==> src/rtl/data_write_buffer.sv <==
// Posted-write FIFO between the dcache uncached/miss port and the AXI bridge.
// Writes are acked the cycle after acceptance; reads bypass only once all posted writes have completed.
module data_write_buffer #(
    parameter int DEPTH = 4
) (
    input  logic        clk,
    input  logic        rst,
    input  logic        up_req,
    input  logic        up_wr,
    input  logic [1:0]  up_size,
    input  logic [31:0] up_addr,
    input  logic [31:0] up_wdata,
    input  logic [3:0]  up_wstrb,
    output logic [31:0] up_rdata,
    output logic        up_addr_ok,
    output logic        up_data_ok,
    output logic        dn_req,
    output logic        dn_wr,
    output logic [1:0]  dn_size,
    output logic [31:0] dn_addr,
    output logic [31:0] dn_wdata,
    output logic [3:0]  dn_wstrb,
    input  logic [31:0] dn_rdata,
    input  logic        dn_addr_ok,
    input  logic        dn_data_ok
);
    localparam int AW = $clog2(DEPTH);
    localparam logic [AW:0] FULL_CNT = (AW+1)'(DEPTH);

    typedef struct packed {
        logic [1:0]  size;
        logic [31:0] addr;
        logic [31:0] wdata;
        logic [3:0]  wstrb;
    } entry_t;

    entry_t        r_mem [DEPTH];
    logic [AW-1:0] r_wr_ptr;
    logic [AW-1:0] r_rd_ptr;
    logic [AW:0]   r_count;
    logic          r_dn_busy;
    logic          r_dn_is_rd;
    logic          r_rd_busy;
    logic          r_wr_ack;

    logic   w_full;
    logic   w_empty;
    logic   w_wr_accept;
    logic   w_rd_elig;
    logic   w_rd_issue;
    logic   w_drain;
    logic   w_pop;
    logic   w_complete;
    entry_t w_up_entry;
    entry_t w_head;
    entry_t w_dn_entry;

    assign w_full  = (r_count == FULL_CNT);
    assign w_empty = (r_count == '0);

    assign w_up_entry = '{size: up_size, addr: up_addr, wdata: up_wdata, wstrb: up_wstrb};
    // Head is read asynchronously so an entry pushed at t can be offered to the bridge at t+1.
    assign w_head     = r_mem[r_rd_ptr];

    // A full FIFO refuses writes even when a pop lands in the same cycle.
    assign w_wr_accept = !rst && up_req && up_wr && !w_full && !r_rd_busy;
    assign w_rd_elig   = !rst && up_req && !up_wr && w_empty && !r_dn_busy && !r_rd_busy;
    assign w_rd_issue  = w_rd_elig && dn_addr_ok;
    assign w_drain     = !rst && !w_empty && !r_dn_busy;
    assign w_pop       = w_drain && dn_addr_ok;
    assign w_complete  = r_dn_busy && dn_data_ok;

    // Read eligibility needs an empty FIFO, so drain and read requests never overlap.
    assign w_dn_entry = w_empty ? w_up_entry : w_head;

    assign dn_req   = w_drain || w_rd_elig;
    assign dn_wr    = w_drain;
    assign dn_size  = w_dn_entry.size;
    assign dn_addr  = w_dn_entry.addr;
    assign dn_wdata = w_dn_entry.wdata;
    assign dn_wstrb = w_dn_entry.wstrb;

    assign up_addr_ok = w_wr_accept || w_rd_issue;
    assign up_data_ok = !rst && (r_wr_ack || (w_complete && r_dn_is_rd));
    assign up_rdata   = dn_rdata;

    always_ff @(posedge clk) begin
        if (w_wr_accept) begin
            r_mem[r_wr_ptr] <= w_up_entry;
        end
    end

    always_ff @(posedge clk) begin
        if (rst) begin
            r_wr_ptr   <= '0;
            r_rd_ptr   <= '0;
            r_count    <= '0;
            r_dn_busy  <= 1'b0;
            r_dn_is_rd <= 1'b0;
            r_rd_busy  <= 1'b0;
            r_wr_ack   <= 1'b0;
        end else begin
            r_wr_ack <= w_wr_accept;

            if (w_wr_accept) begin
                r_wr_ptr <= r_wr_ptr + 1'b1;
            end
            if (w_pop) begin
                r_rd_ptr <= r_rd_ptr + 1'b1;
            end

            case ({w_wr_accept, w_pop})
                2'b10:   r_count <= r_count + 1'b1;
                2'b01:   r_count <= r_count - 1'b1;
                default: r_count <= r_count;
            endcase

            // Issue needs !r_dn_busy and completion needs r_dn_busy, so they are exclusive.
            if (w_pop || w_rd_issue) begin
                r_dn_busy  <= 1'b1;
                r_dn_is_rd <= w_rd_issue;
            end else if (w_complete) begin
                r_dn_busy  <= 1'b0;
            end

            // rd_busy drops only after the data_ok cycle, keeping writes blocked through it.
            if (w_rd_issue) begin
                r_rd_busy <= 1'b1;
            end else if (w_complete && r_dn_is_rd) begin
                r_rd_busy <= 1'b0;
            end
        end
    end
endmodule

==> config.mk <==
export PLATFORM = sky130hd
export DESIGN_NAME = data_write_buffer
export DESIGN_NICKNAME = d
export VERILOG_FILES = /design/src/rtl/data_write_buffer.sv
export SDC_FILE = /design/constraint.sdc
export NUM_CORES = 1
export LEC_CHECK = 0
export CAP_MARGIN = 25
export CORE_UTILIZATION = 44
export DETAILED_ROUTE_END_ITERATION = 10
export PLACE_DENSITY = 0.68
export RECOVER_POWER = 25
export SKIP_CTS_REPAIR_TIMING = 1
export SLEW_MARGIN = 20
export SYNTH_ARGS = -nofsm -noshare
export SYNTH_HDL_FRONTEND = slang
export SYNTH_SLANG_ARGS = --single-unit
==> constraint.sdc <==
create_clock -name clk -period 4.26 [get_ports clk]
set_clock_uncertainty 0.05 [all_clocks]
set_input_delay 0.852 -clock clk [delete_from_list [all_inputs] [get_ports clk]]
set_output_delay 0.852 -clock clk [all_outputs]
set_load 0.01 [all_outputs]
==> flow_metrics.py, run 1 <==
metrics = {
    "sta": {
        "finalHoldViolations": 0,
        "worst_pin_slew_ns": 0.476,
        "slew_viol_final": 0,
        "tns_ns": 0,
        "max_freq_mhz": 272,
        "setup_slack_ns": 0.581,
        "finalCritPeriodShare_pct": 86.4,
        "slew_headroom_pct": 68.3,
        "setup_viol": 0,
        "period_minus_slack_ns": 3.68,
        "grt_setup_unrepaired": "false",
    },
    "critical_path": {
        "cp_data_arrival_time_ns": 2.78,
        "critPathTopFamily": "buffers and inverters",
        "crit_path_start_kind": "register",
        "cp.required_ns": 3.36,
        "cp_common_cell": "nand2_1",
        "worst-path-max-fanout": 23,
        "critical-path-max-stage-delay_ns": 0.66,
        "critPathKind": "register to primary output",
        "cpMaxStageDelayCell": "dfxtp_4",
        "crit_chain": "buf_4 > mux4_2 > nand2_1 > nand2_1 > clkdlybuf4s50_1",
        "crit_buf_inv": 2,
        "crit_path_end_kind": "primary output",
    },
    "clocking": {
        "cts_inserted_buffers": 29,
        "clockBufferDepth": 3,
        "cts_tree": "yes",
        "cts.sinks": 293,
        "cts.root.buffer_cell": "clkbuf_16",
        "path_clk_slew_ns": 0.06,
        "clkLatencyLatePin_ns": 0.53,
        "htree_levels": 1,
    },
    "logic_synthesis": {
        "syn_avg_cell_area_um2": 17.0,
        "syn_area_um2": 12000,
        "syn_inst": 704,
        "ys_warn_count": 0,
        "synth_cell_type_count": 31,
        "yosysSeqAreaShare_pct": 72.4,
        "synth_seq_cells": 293,
        "syn_nets": 818,
    },
    "routing": {
        "dr.pass1.iters": 5,
        "drtIter0Drc": 425,
        "via_per_inst": 5.18,
        "postRouteAntennaNets": 0,
        "wire_per_inst_um": 18.9,
        "vias": 6225,
        "drc": 0,
        "routed_wl_um": 22600,
    },
    "grt": {
        "grtUsageTotal_pct": 16.6,
        "grt_overflow_total": 0,
        "antenna_found_initial": 3,
        "grt_max_degree": 71,
        "grt_pass1_wl_um": 35900,
        "grt_pass1_vias": 6441,
    },
    "layout": {
        "multi_input_area_um2": 2780,
        "final_layout_size_suffix_gt1_share_pct": 16.4,
        "fill_cells": 2096,
        "syn_to_final_growth_pct": 21.8,
        "final_common_cell": "edfxtp_1",
        "seq_area_um2": 8680,
        "finalNetCount": 950,
        "final_cells": 1201,
        "final_cell_mix": "edfxtp_1, nand2_1, clkdlybuf4s50_1, mux4_2, dlygate4sd3_1",
    },
    "min_path": {
        "hp-class": "register to register",
    },
    "placed_design": {
        "io_buffers": 149,
        "hpwl_um": 13300,
        "pre_cts_ws_ns": 0.796,
        "place.gp.congestion": 0.712,
        "placed_cells": 1146,
    },
    "floorplanning": {
        "core_um2": 26800,
        "rows": 60,
        "dieArea_um2": 27900,
        "fp.dieH_um": 167,
        "boundaryPins": 214,
        "start_util_pct": 44.7,
        "fp.dieW_um": 167,
    },
    "power_and_ir_drop": {
        "vdd_ir_drop_max_mv": 0.225,
        "power_leakage_uw": 0.00491,
        "pwr_density_cell_nw_per_um2": 444,
    },
    "run": {
        "cap_violations": 0,
    },
    "status": {
        "status": "finished, final reports clean",
    },
}
==> stage by stage <==
step	total power, uW	hold slack (ns)	util, %	area, um2
4_1_cts	6550	0.441	54.4	14600
3_3_place_gp	3980	0.448	50.8	13600
3_5_place_dp	3990	0.435	50.8	13600
2_1_floorplan	3650	0.404	-	12000
6_report	6470	0.437	54.4	14600
5_1_grt	6700	0.469	54.4	14600
==> flip-flops by register name (all words and copies together) (netlist names), named ones only <==
name and cells:
r_count 3, r_wr_ack 1, r_dn_is_rd 1, r_mem 280, r_wr_ptr 2, r_dn_busy 1
r_rd_busy 1, r_rd_ptr 2
==> cell usage after synthesis (all sizes together) <==
| master | instances | share of area, % |
|---|---|---|
| edfxtp | 280 | 70 |
| o21ai | 5 | 0.21 |
| o21a | 1 | 0.063 |
| nor3 | 2 | 0.084 |
| or3b | 1 | 0.073 |
| nor2 | 6 | 0.19 |
| and3 | 5 | 0.26 |
| xor2 | 2 | 0.15 |
| inv | 7 | 0.22 |
| mux4 | 70 | 13 |
| a21oi | 10 | 0.42 |
| buf | 64 | 4.3 |
| ha | 5 | 0.52 |
| nand3 | 4 | 0.17 |
| nor3b | 2 | 0.13 |
| fa | 1 | 0.17 |
| clkbuf | 2 | 0.063 |
| and4bb | 1 | 0.10 |
| nand4 | 1 | 0.052 |
| mux2 | 1 | 0.094 |
| dfxtp | 13 | 2.2 |
| nor2b | 2 | 0.10 |
| nand2 | 212 | 6.6 |
| or3 | 3 | 0.16 |
| a211oi | 1 | 0.063 |
| nand4bb | 1 | 0.094 |
| nand2b | 2 | 0.10 |
==> power breakdown <==
group	total [uW]	internal [uW]	switching, uW
clock network	2560	1560	1000
registers	3210	3190	21.1
logic	700	360	340
==> per-layer routing <==
layer  vias up  global-route usage, %  wire length [um]
met4         4                   4.39               383
met3        41                   3.11              1300
met1      3133                   24.1             10300
met2       166                   25.8             10600
met5         -                      0                22
li1       2881                      -                 -
==> area by class of cell <==
cell class                      count  share of cell area (%)
Tap cell                          341                    2.93
Clock buffer                       39                    5.23
Inverter                            7                   0.180
Antenna cell                        1                  0.0172
Sequential cell                   293                    59.5
Timing Repair Buffer              167                    11.7
Multi-Input combinational cell    338                    19.1
Clock inverter                     15                    1.40
==> worst min-delay path, delay by kind of cell (launching register included) <==
kind / cells / cell delay [ns]
and+or+nand+nor: 1 / 0.06
AOI/OAI and AO/OA: 1 / 0.06
DFF: 1 / 0.32
==> cells by family (layout without fill, tap and decap cells) <==
logic type / Yosys count / in the layout / share of synthesized area (%)
buffers and inverters: 73 / 228 / 4.55
AOI/OAI and AO/OA: 17 / 17 / 0.753
other: 0 / 1 / 0
xor gates and xnor gates: 2 / 2 / 0.146
adders and majority gates: 6 / 6 / 0.690
DFF: 293 / 293 / 72.4
muxes: 71 / 71 / 13.3
and+or+nand+nor: 242 / 242 / 8.17
==> path summary, 6_finish.rpt <==
check             startpoint          to  slack (ns)  cells after the start
setup / recovery    register  dn_addr[8]        0.58                      5
hold / removal     r_rd_busy   r_rd_busy        0.44                      2
setup reg to reg  r_count[0]  r_count[2]        1.51                      9
hold reg to reg    r_rd_busy   r_rd_busy        0.44                      2
Note: power is estimated with default switching activity, not from simulation.
==> run 2: changes to the inputs <==
--- a/config.mk
+++ b/config.mk
@@ -9,7 +9,6 @@
 export CORE_UTILIZATION = 44
 export DETAILED_ROUTE_END_ITERATION = 10
 export PLACE_DENSITY = 0.68
-export RECOVER_POWER = 25
 export SKIP_CTS_REPAIR_TIMING = 1
 export SLEW_MARGIN = 20
 export SYNTH_ARGS = -nofsm -noshare
==> run 2 against run 1 <==
Against the previous run: flip-flop and latch count stayed put; first-iteration DRC count decreased by 1.4%; largest cell class unchanged; sequential share of layout area about the same; register-to-register slack barely moved; non-clock buffer count did not move; clock power about the same; power grew 0.16%; combinational power increased by 1%.
==> flow_metrics.py, run 2 (synthesized netlist as in run 1, its figures left out) <==
metrics = {
    "status": {
        "status": "finished, final reports clean",
    },
    "layout": {
        "multi_input_area_um2": 2780,
        "fill_cells": 2098,
        "final_common_cell": "edfxtp_1",
        "final_cell_mix": "edfxtp_1, nand2_1, clkdlybuf4s50_1, mux4_2, clkbuf_16",
        "seq_area_um2": 8680,
        "final_core_util_pct": 54.4,
        "largest_reg_flops": 280,
        "finalNetCount": 950,
        "top_register": "r_mem",
        "n_antenna_cell": 0,
        "final_layout_size_suffix_gt1_share_pct": 16.4,
        "fin_area_um2": 14600,
        "syn_to_final_growth_pct": 21.8,
        "reg_top3": "r_mem x280, r_count x3",
    },
    "routing": {
        "drc": 0,
        "vias": 6220,
        "routed_wl_um": 22700,
        "drtIter0Drc": 419,
        "wire_per_inst_um": 18.9,
        "dr.pass1.iters": 5,
        "postRouteAntennaNets": 0,
        "via_per_inst": 5.18,
    },
    "grt": {
        "antenna_found_initial": 0,
        "grt_pass1_vias": 6441,
        "grt_pass1_wl_um": 35900,
        "grt_max_degree": 71,
        "grt_overflow_total": 0,
        "grtUsageTotal_pct": 16.6,
    },
    "power_and_ir_drop": {
        "power_leakage_uw": 0.00490,
        "total_power_uw": 6480,
        "p_seq_share_pct": 49.5,
        "p_switching_uw": 1370,
        "p_clk_share_pct": 39.5,
        "p_int_uw": 5120,
        "sw_frac_of_total_pct": 21.1,
        "pwr-share-comb_pct": 10.9,
        "pwr_density_cell_nw_per_um2": 445,
        "vdd_ir_drop_max_mv": 0.225,
    },
    "floorplanning": {
        "boundaryPins": 214,
        "dieArea_um2": 27900,
        "start_util_pct": 44.7,
        "rows": 60,
        "fp.dieH_um": 167,
        "fp.dieW_um": 167,
        "core_um2": 26800,
    },
    "run": {
        "cap_violations": 0,
    },
    "sta": {
        "max_freq_mhz": 272,
        "finalHoldViolations": 0,
        "setup_slack_ns": 0.587,
        "slew_viol_final": 0,
        "slew_headroom_pct": 67.2,
        "worst_pin_slew_ns": 0.492,
        "period_minus_slack_ns": 3.67,
        "grt_setup_unrepaired": "false",
        "setup_viol": 0,
        "tns_ns": 0,
        "finalCritPeriodShare_pct": 86.2,
    },
    "clocking": {
        "cts.root.buffer_cell": "clkbuf_16",
        "htree_levels": 1,
        "clockBufferDepth": 3,
        "clkLatencyLatePin_ns": 0.53,
        "cts_inserted_buffers": 29,
        "cts.sinks": 293,
        "path_clk_slew_ns": 0.06,
        "cts_tree": "yes",
    },
    "placed_design": {
        "pre_cts_ws_ns": 0.796,
        "io_buffers": 149,
        "hpwl_um": 13300,
        "placed_cell_area_um2": 13600,
        "place.gp.congestion": 0.712,
    },
    "critical_path": {
        "crit_path_end_kind": "primary output",
        "critPathKind": "register to primary output",
        "crit_path_start_kind": "register",
        "worst-path-max-fanout": 23,
        "cp_data_arrival_time_ns": 2.77,
        "cp.required_ns": 3.36,
    },
    "min_path": {
        "hp-class": "register to register",
    },
}
==> run 2: worst paths after layout <==
path / from / to / cells after the start / slack, ns
max reg2reg: r_count[0] / r_count[2] / 9 / 1.51
min reg2reg: r_rd_busy / r_rd_busy / 2 / 0.44
min: r_rd_busy / r_rd_busy / 2 / 0.44
max: register / dn_addr[8] / 5 / 0.59
==> run 2: worst max-delay path, cell delays in order, from the launching register on <==
cell and delay [ns]:
dfxtp_4 0.65, buf_4 0.38, mux4_2 0.55, nand2_1 0.11, nand2_1 0.06, clkdlybuf4s50_1 0.47
==> run 2: area by class of cell <==
class	instances	share of cell area [%]
clock buffers	39	5.24
clock inverters	15	1.40
inverters	7	0.180
multi-input cells	338	19.1
flip-flops and latches	293	59.5
well taps	341	2.93
repair buffers	167	11.7
==> run 2: power by group through the flow <==
stage / clock network, uW / registers, uW / logic [uW]
after global placement: 0 / 3270 / 715
after global routing: 2720 / 3210 / 776
after CTS: 2620 / 3210 / 721
after floorplan: 0 / 3260 / 388
after detailed placement: 0 / 3270 / 716
final: 2560 / 3210 / 708
==> run 2: metrics by stage <==
stage	hold slack, ns	instances
floorplan	0.404	704
global placement	0.448	1146
detailed placement	0.435	1146
CTS	0.441	1200
global route	0.469	1200
finish	0.437	1200
==> run 2: routing by layer <==
metal / routed length (um) / vias up / track usage (%)
li1: - / 2882 / -
met1: 10200 / 3124 / 24.1
met2: 10700 / 177 / 25.8
met3: 1370 / 37 / 3.11
met4: 382 / 0 / 4.39
met5: 0 / - / 0
==> run 3: changes to the inputs <==
--- a/config.mk
+++ b/config.mk
@@ -6,6 +6,7 @@
 export NUM_CORES = 1
 export LEC_CHECK = 0
 export CAP_MARGIN = 25
+export CORE_MARGIN = 2
 export CORE_UTILIZATION = 44
 export DETAILED_ROUTE_END_ITERATION = 10
 export PLACE_DENSITY = 0.68
@@ -14,3 +15,4 @@
 export SYNTH_ARGS = -nofsm -noshare
 export SYNTH_HDL_FRONTEND = slang
 export SYNTH_SLANG_ARGS = --single-unit
+export TNS_END_PERCENT = 5
==> run 3 against run 2 <==
Against the previous run: sequential share of layout area fell by 0.10 points; worst setup slack got worse by 0.033 ns; highest routed layer is now met5; register-to-register slack got worse by 0.02 ns; cell count barely moved; die area rose by 2.4%; wire length rose by 4.3%; utilization rose by 0.093 points; fmax fell by 0.89%; critical path depth did not move; non-clock buffer count fell by 1.
==> flow_metrics.py, run 3 (synthesized netlist as in run 1, its figures left out) <==
metrics = {
    "clocking": {
        "clockBufferDepth": 3,
        "cts.sinks": 293,
        "cts.root.buffer_cell": "clkbuf_16",
        "clkLatencyLatePin_ns": 0.54,
        "cts_tree": "yes",
        "path_clk_slew_ns": 0.06,
        "htree_levels": 1,
        "cts_inserted_buffers": 29,
    },
    "sta": {
        "finalHoldViolations": 0,
        "finalCritPeriodShare_pct": 87.0,
        "slew_viol_final": 0,
        "tns_ns": 0,
        "worst_pin_slew_ns": 0.613,
        "period_minus_slack_ns": 3.71,
        "max_freq_mhz": 270,
        "setup_viol": 0,
        "grt_setup_unrepaired": "false",
        "slew_headroom_pct": 59.1,
    },
    "routing": {
        "routed_wl_um": 23600,
        "drc": 0,
        "wire_per_inst_um": 19.7,
        "dr.pass1.iters": 6,
        "postRouteAntennaNets": 0,
        "vias": 6229,
        "via_per_inst": 5.20,
        "drtIter0Drc": 431,
    },
    "power_and_ir_drop": {
        "p_int_uw": 5080,
        "p_clk_share_pct": 39.3,
        "pwr_density_cell_nw_per_um2": 443,
        "sw_frac_of_total_pct": 21.5,
        "vdd_ir_drop_max_mv": 0.210,
        "pwr-share-comb_pct": 11.0,
        "power_leakage_uw": 0.00491,
        "p_seq_share_pct": 49.7,
        "p_switching_uw": 1390,
    },
    "layout": {
        "n_antenna_cell": 0,
        "largest_reg_flops": 280,
        "seq_area_um2": 8680,
        "finalNetCount": 949,
        "final_cells": 1199,
        "multi_input_area_um2": 2790,
        "syn_to_final_growth_pct": 22.0,
        "final_core_util_pct": 54.5,
        "final_common_cell": "edfxtp_1",
        "reg_top3": "r_mem x280, r_count x3",
        "top_register": "r_mem",
        "final_cell_mix": "edfxtp_1, nand2_1, clkdlybuf4s50_1, mux4_2, clkbuf_16",
        "final_layout_size_suffix_gt1_share_pct": 16.4,
        "fill_cells": 2105,
    },
    "grt": {
        "grt_pass1_vias": 6433,
        "grtUsageTotal_pct": 16.6,
        "antenna_found_initial": 1,
        "grt_pass1_wl_um": 36600,
        "grt_overflow_total": 0,
        "grt_max_degree": 44,
    },
    "critical_path": {
        "critical-path-max-stage-delay_ns": 0.75,
        "cp.required_ns": 3.36,
        "cpMaxStageDelayCell": "dfxtp_4",
        "worst-path-max-fanout": 28,
        "crit_path_end_kind": "primary output",
        "critPathKind": "register to primary output",
        "critPathTopFamily": "buffers and inverters",
        "crit_path_start_kind": "register",
        "crit_buf_inv": 2,
        "cp_data_arrival_time_ns": 2.80,
        "crit_chain": "buf_4 > mux4_2 > nand2_1 > nand2_1 > clkdlybuf4s50_1",
        "path_depth": 5,
        "cp_common_cell": "nand2_1",
        "r2r_cells": 9,
    },
    "run": {
        "cap_violations": 0,
    },
    "floorplanning": {
        "boundaryPins": 214,
        "dieArea_um2": 28500,
        "core_um2": 26800,
        "fp.dieW_um": 169,
        "start_util_pct": 44.7,
        "rows": 60,
        "fp.dieH_um": 169,
    },
    "min_path": {
        "min_path_cells": 2,
        "hp-class": "register to register",
    },
    "placed_design": {
        "io_buffers": 149,
        "place.gp.congestion": 0.721,
        "placed_cells": 1145,
        "hpwl_um": 13900,
    },
    "status": {
        "status": "finished, final reports clean",
    },
}
-- run 3: layout make-up --
cell class	instances	share of cell area [%]
Multi-Input combinational cell	338	19.1
Clock inverter	13	0.797
Clock buffer	41	5.85
Tap cell	341	2.92
Timing Repair Buffer	166	11.8
Sequential cell	293	59.4
Inverter	7	0.180
-- run 3: worst register-to-register path, cell delays in order (launching register included) --
cell and delay [ns]:
dfxtp_1 0.45, or3_4 0.49, buf_12 0.31, and3_1 0.21, ha_1 0.17, inv_1 0.06
fa_1 0.37, xor2_1 0.15, or3_1 0.31, a21oi_1 0.14
-- run 3: layer usage --
layer  vias to the layer above  global-route usage [%]  part of all wire (%)
met5                         -                       0                 0.047
met4                         2                    4.50                   2.0
met3                        47                    2.78                   5.7
met2                       180                    27.0                    48
met1                      3122                    23.5                    44
li1                       2878                       -                     -
-- run 3: power by group through the flow --
stage	registers, uW	logic, uW	clock network [uW]
finish	3210	710	2540
detailed placement	3280	719	0
floorplan	3260	388	0
global placement	3270	716	0
global route	3220	776	2710
CTS	3210	723	2600
-- run 3: metrics by stage --
step	hold WS, ns	instance area [um2]	setup slack [ns]	power, uW
finish	0.447	14600	0.554	6470
detailed placement	0.438	13600	0.804	3990
CTS	0.446	14600	0.453	6540
floorplan	0.404	12000	0.730	3650
global placement	0.440	13600	0.828	3990
global route	0.477	14600	0.353	6710
-- run 3: worst paths after layout --
kind	startpoint	slack, ns	endpoint
max	register	0.55	dn_addr[23]
min	r_rd_busy	0.45	r_rd_busy
max reg2reg	r_count[0]	1.49	r_count[2]
min reg2reg	r_rd_busy	0.45	r_rd_busy
